### config.mk
export PLATFORM = sky130hd
export DESIGN_NAME = uart_tx_ctrl
export DESIGN_NICKNAME = d
export VERILOG_FILES = /design/src/rtl/uart_tx_ctrl.sv
export SDC_FILE = /design/constraint.sdc
export NUM_CORES = 1
export LEC_CHECK = 0
export CORE_MARGIN = 2
export CORE_UTILIZATION = 46
export DETAILED_ROUTE_END_ITERATION = 10
export PLACE_DENSITY = 0.77
export SYNTH_ARGS = -nofsm -noshare
export SYNTH_HDL_FRONTEND = slang
export SYNTH_SLANG_ARGS = --single-unit
export TNS_END_PERCENT = 5
### constraint.sdc
create_clock -name CLK -period 1.9 [get_ports CLK]
set_clock_uncertainty 0.2 [all_clocks]
set_input_delay 0.57 -clock CLK [delete_from_list [all_inputs] [get_ports CLK]]
set_output_delay 0.57 -clock CLK [all_outputs]
set_load 0.02 [all_outputs]
### src/rtl/uart_tx_ctrl.sv
// UART transmit frame sequencer: start, data window, optional parity, stop bits.
// Optional completed-frame counter is built only when UART_TX_FRAME_CNT_EN is defined.
module uart_tx_ctrl #(
    parameter int DATA_WIDTH = 8,
    parameter int STOP_BITS  = 1
) (
    input  logic        CLK,
    input  logic        RST,
    input  logic        Data_Valid,
    input  logic        PAR_EN,
    input  logic        ser_done,
    output logic        ser_en,
    output logic [1:0]  mux_sel,
    output logic        busy,
    output logic        err,
    output logic [15:0] frame_cnt
);

    localparam int BW = $clog2(DATA_WIDTH + 2);
    localparam logic [BW-1:0] WD_LIMIT  = BW'(DATA_WIDTH + 1);
    localparam logic [1:0]    STOP_LAST = 2'(STOP_BITS - 1);

    localparam logic [1:0] MUX_START  = 2'b00;
    localparam logic [1:0] MUX_STOP   = 2'b01;
    localparam logic [1:0] MUX_DATA   = 2'b10;
    localparam logic [1:0] MUX_PARITY = 2'b11;

    typedef enum logic [2:0] {IDLE, START, DATA, PARITY, STOP} state_t;

    state_t        state_q, state_d;
    logic          par_en_q, par_en_d;
    logic [BW-1:0] bit_cnt_q, bit_cnt_d;
    logic [1:0]    stop_cnt_q, stop_cnt_d;
    logic          err_q, err_d;
    logic          ser_en_q, ser_en_d;
    logic [1:0]    mux_sel_q, mux_sel_d;
    logic          busy_q, busy_d;

    // Data_Valid is a level request: it is taken on any edge where the FSM sits in
    // IDLE and is dropped (not queued) while a frame is in flight.
    always_comb begin
        state_d    = state_q;
        par_en_d   = par_en_q;
        bit_cnt_d  = bit_cnt_q;
        stop_cnt_d = stop_cnt_q;
        err_d      = err_q;
        case (state_q)
            IDLE: begin
                if (Data_Valid) begin
                    state_d   = START;
                    par_en_d  = PAR_EN;
                    err_d     = 1'b0;
                    bit_cnt_d = '0;
                end
            end
            START: begin
                state_d   = DATA;
                bit_cnt_d = '0;
            end
            DATA: begin
                bit_cnt_d = bit_cnt_q + BW'(1);
                if (ser_done) begin
                    state_d    = par_en_q ? PARITY : STOP;
                    stop_cnt_d = '0;
                end else if (bit_cnt_d == WD_LIMIT) begin
                    // Serializer never reported its last bit: abandon the frame.
                    state_d    = STOP;
                    err_d      = 1'b1;
                    stop_cnt_d = '0;
                end
            end
            PARITY: begin
                state_d    = STOP;
                stop_cnt_d = '0;
            end
            STOP: begin
                if (stop_cnt_q == STOP_LAST) begin
                    state_d = IDLE;
                end else begin
                    stop_cnt_d = stop_cnt_q + 2'd1;
                end
            end
            default: state_d = IDLE;
        endcase
    end

    // Outputs are decoded from the next state so they change on the same edge as the state.
    always_comb begin
        ser_en_d  = 1'b0;
        mux_sel_d = MUX_STOP;
        busy_d    = 1'b0;
        case (state_d)
            START: begin
                ser_en_d  = 1'b1;
                mux_sel_d = MUX_START;
                busy_d    = 1'b1;
            end
            DATA: begin
                ser_en_d  = 1'b1;
                mux_sel_d = MUX_DATA;
                busy_d    = 1'b1;
            end
            PARITY: begin
                mux_sel_d = MUX_PARITY;
                busy_d    = 1'b1;
            end
            STOP: begin
                mux_sel_d = MUX_STOP;
                busy_d    = 1'b1;
            end
            default: begin
                ser_en_d  = 1'b0;
                mux_sel_d = MUX_STOP;
                busy_d    = 1'b0;
            end
        endcase
    end

    always_ff @(posedge CLK or posedge RST) begin
        if (RST) begin
            state_q    <= IDLE;
            par_en_q   <= 1'b0;
            bit_cnt_q  <= '0;
            stop_cnt_q <= '0;
            err_q      <= 1'b0;
            ser_en_q   <= 1'b0;
            mux_sel_q  <= MUX_STOP;
            busy_q     <= 1'b0;
        end else begin
            state_q    <= state_d;
            par_en_q   <= par_en_d;
            bit_cnt_q  <= bit_cnt_d;
            stop_cnt_q <= stop_cnt_d;
            err_q      <= err_d;
            ser_en_q   <= ser_en_d;
            mux_sel_q  <= mux_sel_d;
            busy_q     <= busy_d;
        end
    end

    assign ser_en  = ser_en_q;
    assign mux_sel = mux_sel_q;
    assign busy    = busy_q;
    assign err     = err_q;

`ifdef UART_TX_FRAME_CNT_EN
    logic [15:0] frame_cnt_q, frame_cnt_d;

    // A frame that tripped the watchdog still carries err_q through STOP, so it is not counted.
    always_comb begin
        frame_cnt_d = frame_cnt_q;
        if (state_q == STOP && stop_cnt_q == STOP_LAST && !err_q) begin
            frame_cnt_d = frame_cnt_q + 16'd1;
        end
    end

    always_ff @(posedge CLK or posedge RST) begin
        if (RST) begin
            frame_cnt_q <= 16'h0000;
        end else begin
            frame_cnt_q <= frame_cnt_d;
        end
    end

    assign frame_cnt = frame_cnt_q;
`else
    assign frame_cnt = 16'h0000;
`endif

endmodule

==> results.json <==
{
  "status": "finished clean",
  "place_area_sq_um": 1050,
  "period_share_pct": 98.2,
  "synth-seq-cells": 15,
  "io_pins": 26,
  "cts_setup_buffers": 0,
  "synth_edf_count": 0,
  "final_max_slew_viol_count": 0,
  "synth_top_area_share_pct": 37.4,
  "max_stage_delay_ns": 0.52,
  "worstPathRequired_ns": 1.13,
  "critPathArrivalTime_ns": 1.10,
  "rows": 16,
  "hold_path_class": "reg2reg",
  "topRoutingLayerUsed": "met4",
  "finalNonFillerCells": 148,
  "synthTopCellsByCount": "buf_4 (16), dfrtp_1 (14), inv_1 (9), a21oi_1 (8), o21ai_0 (7)",
  "yosysMostFrequentCell": "buf_4",
  "antenna_left": 0,
  "cts_root_buf": "clkbuf_4",
  "finalSetupViolCount": 0,
  "crit_path_top_delay_cell": "dfstp_2",
  "final_core_util_pct": 55.7,
  "grt_setup_unrepaired": "false",
  "yosysSeqAreaShare_pct": 40.2,
  "area_delta_synth_final_pct": 15.5,
  "start_kind": "flop",
  "cts_max_level": 1,
  "worstMarginPinSlew_ns": 0.497,
  "drc": 0,
  "grt_use_total_pct": 17.0,
  "endpoint_kind": "output port",
  "avgSynthCellArea_sq_um": 9.09,
  "port_buffers": 9,
  "clk_pin_slew_worst_paths_ns": 0.10,
  "grt_max_degree": 16,
  "setup_ws_ns": 0.0349,
  "hold_violations": 0,
  "tns_ns": 0,
  "wl_met2_um": 988,
  "design.core.area_sq_um": 1940,
  "drt_iter0_drc": 16,
  "viasPerCell": 5.14,
  "async_flop_share_pct": 100,
  "syn_inst": 103,
  "clkLatencyLatePin_ns": 0.29,
  "cts_buffer_depth": 2,
  "wl_met1_um": 825,
  "cts_num_sinks": 15,
  "grt_pass1_vias": 707,
  "max_slew_margin_pct": 66.8,
  "path_cells": "clkdlybuf4s15_1",
  "diodes": 0,
  "synthesis.area_sq_um": 936,
  "maxCapViolCount": 0,
  "drt_pass1_iterations": 4,
  "gp_congestion": 0.871,
  "antenna_found_initial": 0,
  "wl_met3_um": 81,
  "grt_pass1_wl_um": 3190,
  "fmax_mhz": 536,
  "synth_ff_type": "dfrtp_1",
  "drive_gt1_share_pct": 17.4,
  "die_h_um": 49.1,
  "path_buf_inv": 1,
  "hold_ws_ns": 0.339,
  "hpwl_um": 1450,
  "ys_types": 35,
  "path_max_fanout": 1,
  "dieArea_sq_um": 2410,
  "overflow": 0,
  "fin_area_sq_um": 1080,
  "power_mw": 1.41,
  "netlist_top_cells_area": "dfrtp_1 (37%), buf_4 (13%), a21oi_1 (4.3%)",
  "power_density_nw_per_um2": 1300,
  "wirelength_um": 1940,
  "start_util_pct": 48.2,
  "yosysWarningCount": 0,
  "cts_hold_buf": 0,
  "post_drt_wl_per_cell_um": 13.1,
  "dp_slack_ns": -0.422,
  "numCtsBuffers": 3,
  "fp.dieW_um": 49.1,
  "leakage_nw": 0.506,
  "placedCellCount": 144,
  "cp_top_family": "flip-flops",
  "criticalPathCategory": "reg2out",
  "finalNetCount": 130,
  "synth_top_area_cell": "dfrtp_1",
  "cts_tree": "yes",
  "vias": 760,
  "min_period_ns": 1.87,
  "peakVddDrop_uv": 566
}
==> registers in the layout, indices dropped and copies added (netlist names) <==
register and count:
state_q 3, err 1, par_en_q 1, bit_cnt_q 4, mux_sel 2, ser_en 1, busy 1, stop_cnt_q 2
==> routing by layer <==
| metal | up-vias | GRT usage [%] |
|---|---|---|
| li1 | 361 | - |
| met1 | 374 | 21.1 |
| met2 | 20 | 27.0 |
| met3 | 5 | 3.07 |
| met4 | 0 | 11.0 |
| met5 | - | 0 |
==> worst paths after layout <==
kind / startpoint / endpoint / slack, ns / depth (start not counted)
worst max-delay path: mux_sel[0]$_DFF_PP1_ / mux_sel[0] / 0.03 / 1
worst min-delay path: err$_DFFE_PP0P_ / err$_DFFE_PP0P_ / 0.34 / 2
worst max register to register: bit_cnt_q[0]$_DFFE_PP0P_ / ser_en$_DFF_PP0_ / 0.09 / 5
worst min register to register: err$_DFFE_PP0P_ / err$_DFFE_PP0P_ / 0.34 / 2
max in group asynchronous: RST / mux_sel[0]$_DFF_PP1_ / 0.88 / 3
min in group asynchronous: RST / mux_sel[1]$_DFF_PP0_ / 0.37 / 3
==> timing repair <==
action	CTS	global route
setup endpoints to repair	7	8
hold endpoints to repair	0	0
gates resized for setup	6	3
pin swaps	0	1
==> cell type report <==
type	count	area (sq um)
Sequential cell	15	377
Clock buffer	4	26.3
Inverter	9	33.8
Multi-Input combinational cell	75	459
Fill cell	168	861
Tap cell	27	33.8
Timing Repair Buffer	18	151
==> where the power goes <==
group / internal [mW] / switching (mW) / leakage, nW
registers: 0.431 / 0.122 / 0.193
logic: 0.292 / 0.372 / 0.298
clock network: 0.0817 / 0.111 / 0.0150
==> cells in the final DEF (no fill, tap or decap), types with 2 or more instances in the layout <==
cell type	count
nand2_1	3
or2_2	2
a21oi_1	8
or3_1	2
clkbuf_4	3
ha_1	3
nor3_1	2
o21ai_0	7
dlygate4sd2_1	5
a22oi_1	2
buf_4	9
dfrtp_1	14
clkdlybuf4s50_1	3
a31oi_1	2
a311o_1	2
conb_1	16
nand3_1	2
inv_1	9
o311ai_1	2
nor2_1	5
nor2b_1	3
==> kinds of logic after synthesis <==
| logic type | after synthesis | synth area share [%] |
|---|---|---|
| muxes | 2 | 2.27 |
| xor gates and xnor gates | 1 | 0.936 |
| AOI/OAI and AO/OA | 27 | 17.9 |
| and+or+nand+nor | 26 | 16.4 |
| other | 1 | 0.401 |
| adders and majority gates | 3 | 4.01 |
| DFF | 15 | 40.2 |
| buffers and inverters | 28 | 17.8 |
Power figures use the tool's default switching activity.
==> RTL change 1 (config.mk and constraints unchanged) <==
Change the parameter `DATA_WIDTH` from 8 to 4.
--- a/src/rtl/uart_tx_ctrl.sv
+++ b/src/rtl/uart_tx_ctrl.sv
@@ -1,7 +1,7 @@
 // UART transmit frame sequencer: start, data window, optional parity, stop bits.
 // Optional completed-frame counter is built only when UART_TX_FRAME_CNT_EN is defined.
 module uart_tx_ctrl #(
-    parameter int DATA_WIDTH = 8,
+    parameter int DATA_WIDTH = 4,
     parameter int STOP_BITS  = 1
 ) (
     input  logic        CLK,
Behaviour: not the same (Yosys sat finds a counterexample within 10 cycles, from zero or initial values and one cycle with RST high).
==> RTL change 1 against the unedited design <==
Hold slack got worse by 1.1 ps. Clock power rose by 16%. Sequential share of layout area rose by 0.96 points. Cell area fell by 9.1%. Total power rose by 2.1%. First-iteration DRC count fell by 31%. Sequential cell count fell by 1. Area after synthesis fell by 7.5%. Worst setup slack improved by 72 ps. Wire length fell by 20%. Critical path type is now reg2reg. Critical endpoint is now mux_sel[0]$_DFF_PP1_.
==> RTL change 1: results (changes against the unedited design) <==
| Metric | Value |
|---|---|
| Outcome | `finished clean` |
| CP Max Fanout | `4 (+3)` |
| Final WL | `1.55 mm (-20%)` |
| Routability-driven placement congestion ratio | `0.845 (-3.1%)` |
| Count of multi-input gates | `67 (-11%)` |
| Count of flip-flops and latches | `14 (-1)` |
| R2r worst-path depth | `4 (-1)` |
| Reg-to-Reg End | `mux_sel[0]$_DFF_PP1_` |
| Register share of the cell area | `35.8% (+0.96 points)` |
| Compound-Gate Fraction of Synth Area | `18.4% (+0.44 points)` |
| Total GRT Usage | `16.5% (-0.56 points)` |
| Met2 wire len | `750 um (-24%)` |
| Buffering overhead | `12.7% (-1.3 points)` |
| Internal power | `0.840 mW (+4.5%)` |
| Regs by FF count | `bit_cnt_q x3, state_q x3` |
| Met3 WL | `87 um (+7.4%)` |
| # Taps | `25 (-7.4%)` |
| Sequential area share after synthesis | `40.6% (+0.37 points)` |
| Number of non-clock buffers in the layout | `15 (-3)` |
| Comb pwr share | `48.5% (+1.4 points)` |
| Mux cell area share after synthesis | `2.46% (+0.18 points)` |
| Non-CTS inverters | `6 (-3)` |
| Filler cells | `159 (-5.4%)` |
| GRT met3 Usage | `5.77% (+2.7 points)` |
| Most frequent cells after synthesis | `buf_4 (16), dfrtp_1 (13), inv_1 (6), nor2_1 (5), nor2b_1 (5)` |
| Clock network area share | `3.69% (+1.3 points)` |
| Flop pwr share | `36.0% (-3.2 points)` |
[RTL change 1: worst max-delay path, stage by stage (launching register included)]
cell and delay (ps):
dfrtp_1 430, ha_1 250, xor2_1 180, a211o_1 360, a211o_1 310
[RTL change 1: worst max path at each step]
stage / from / endpoint / slack [ps] / cells after the start
6_report: bit_cnt_q[0]$_DFFE_PP0P_ / mux_sel[0]$_DFF_PP1_ / 110 / 4
3_5_place_dp: ser_done / mux_sel[1]$_DFF_PP0_ / -50 / 4
3_3_place_gp: ser_done / state_q[1]$_DFF_PP0_ / -40 / 4
5_1_grt: bit_cnt_q[0]$_DFFE_PP0P_ / mux_sel[0]$_DFF_PP1_ / 40 / 4
2_1_floorplan: bit_cnt_q[0]$_DFFE_PP0P_ / mux_sel[0]$_DFF_PP1_ / 210 / 4
4_1_cts: mux_sel[0]$_DFF_PP1_ / mux_sel[0] / 20 / 1
==> RTL change 2 (same flow settings) <==
Without the edit above. Encoding of `state_t`: now one-hot (5 bits for 5 states).
--- a/src/rtl/uart_tx_ctrl.sv
+++ b/src/rtl/uart_tx_ctrl.sv
@@ -25,7 +25,7 @@
     localparam logic [1:0] MUX_DATA   = 2'b10;
     localparam logic [1:0] MUX_PARITY = 2'b11;
 
-    typedef enum logic [2:0] {IDLE, START, DATA, PARITY, STOP} state_t;
+    typedef enum logic [4:0] {IDLE = 5'b00001, START = 5'b00010, DATA = 5'b00100, PARITY = 5'b01000, STOP = 5'b10000} state_t;
 
     state_t        state_q, state_d;
     logic          par_en_q, par_en_d;
Formal check against the unedited RTL: same outputs for any inputs over 10 cycles, from zero or initial values and one cycle with RST high; not proved beyond that.
==> RTL change 2 against the unedited design <==
Cell area rose by 7.1%. Sequential cell count grew 2. Worst setup slack improved by 26 ps. Total power decreased by 6.3%. Synthesized cell count grew 1.9%. Combinational power is 16% lower. Register-to-register slack better by 20 ps. Clock power rose by 2%. Wire length grew 2.1%. Area after synthesis up 8.7%. Highest routed layer unchanged.
==> RTL change 2: results (changes against the unedited design) <==
| Metric | Value |
|---|---|
| Outcome | `finished clean` |
| Post-DP HPWL | `1.45 mm (+0.28%)` |
| Family with the most delay on the worst path | `buffers and inverters` |
| CP Max Fanout | `4 (+3)` |
| Count of multi-input gates | `78 (+4.0%)` |
| Top cells by area, synth | `dfrtp_1 (37%), buf_4 (12%), dfstp_2 (5.2%)` |
| Routed len/inst | `13.0 um (-0.57%)` |
| Pin count of the biggest net entering global routing | `18 (+2)` |
| Mux cell area share after synthesis | `0.984% (-1.3 points)` |
| Number of global-route vias before repair | `718 (+1.6%)` |
| Met1 Use GR | `18.9% (-2.2 points)` |
| GRT met3 Usage | `2.92% (-0.14 points)` |
| Non-CTS inverters | `8 (-1)` |
| Compound-Gate Fraction of Synth Area | `15.5% (-2.4 points)` |
| M1 WL | `783 um (-5.1%)` |
| Vias | `772 (+1.6%)` |
| VDD IR max | `0.507 mV (-10%)` |
| Total GRT Usage | `16.5% (-0.49 points)` |
| Count of flip-flops and latches | `17 (+2)` |
| Fraction of area in multi-input gates | `42.9% (+0.44 points)` |
| Finished Layout Cells | `152 (+2.7%)` |
| Routability-driven placement congestion ratio | `0.880 (+1.0%)` |
| Met2 wire len | `1.09 mm (+11%)` |
| Slowest cell delay on critical path | `500 ps (-20 ps)` |
| Leakage power | `0.579 nW (+15%)` |
| Layout Nets | `133 (+2.3%)` |
| Buffering overhead | `12.1% (-1.9 points)` |
| Cells after Synth | `105 (+1.9%)` |
| Clock network area share | `2.27% (-0.16 points)` |
| Filler cells | `211 (+26%)` |
## RTL change 2: path summary, 6_finish.rpt
path / start / end / slack, ps / cells past startpoint
max: ser_done / state_q[2]$_DFF_PP0_ / 60 / 6
min: err$_DFFE_PP0P_ / err$_DFFE_PP0P_ / 280 / 2
max reg2reg: stop_cnt_q[0]$_DFFE_PP0P_ / stop_cnt_q[1]$_DFFE_PP0P_ / 110 / 7
min reg2reg: err$_DFFE_PP0P_ / err$_DFFE_PP0P_ / 280 / 2
max in group asynchronous: RST / mux_sel[0]$_DFF_PP1_ / 840 / 3
min in group asynchronous: RST / stop_cnt_q[1]$_DFFE_PP0P_ / 400 / 3
## RTL change 2: power groups by stage
stage / clock, mW / sequential, mW / combinational [mW]
4_1_cts: 0.198 / 0.560 / 0.557
6_report: 0.196 / 0.568 / 0.557
2_1_floorplan: 0 / 0.598 / 0.349
5_1_grt: 0.208 / 0.584 / 0.617
3_5_place_dp: 0 / 0.569 / 0.574
3_3_place_gp: 0 / 0.561 / 0.554
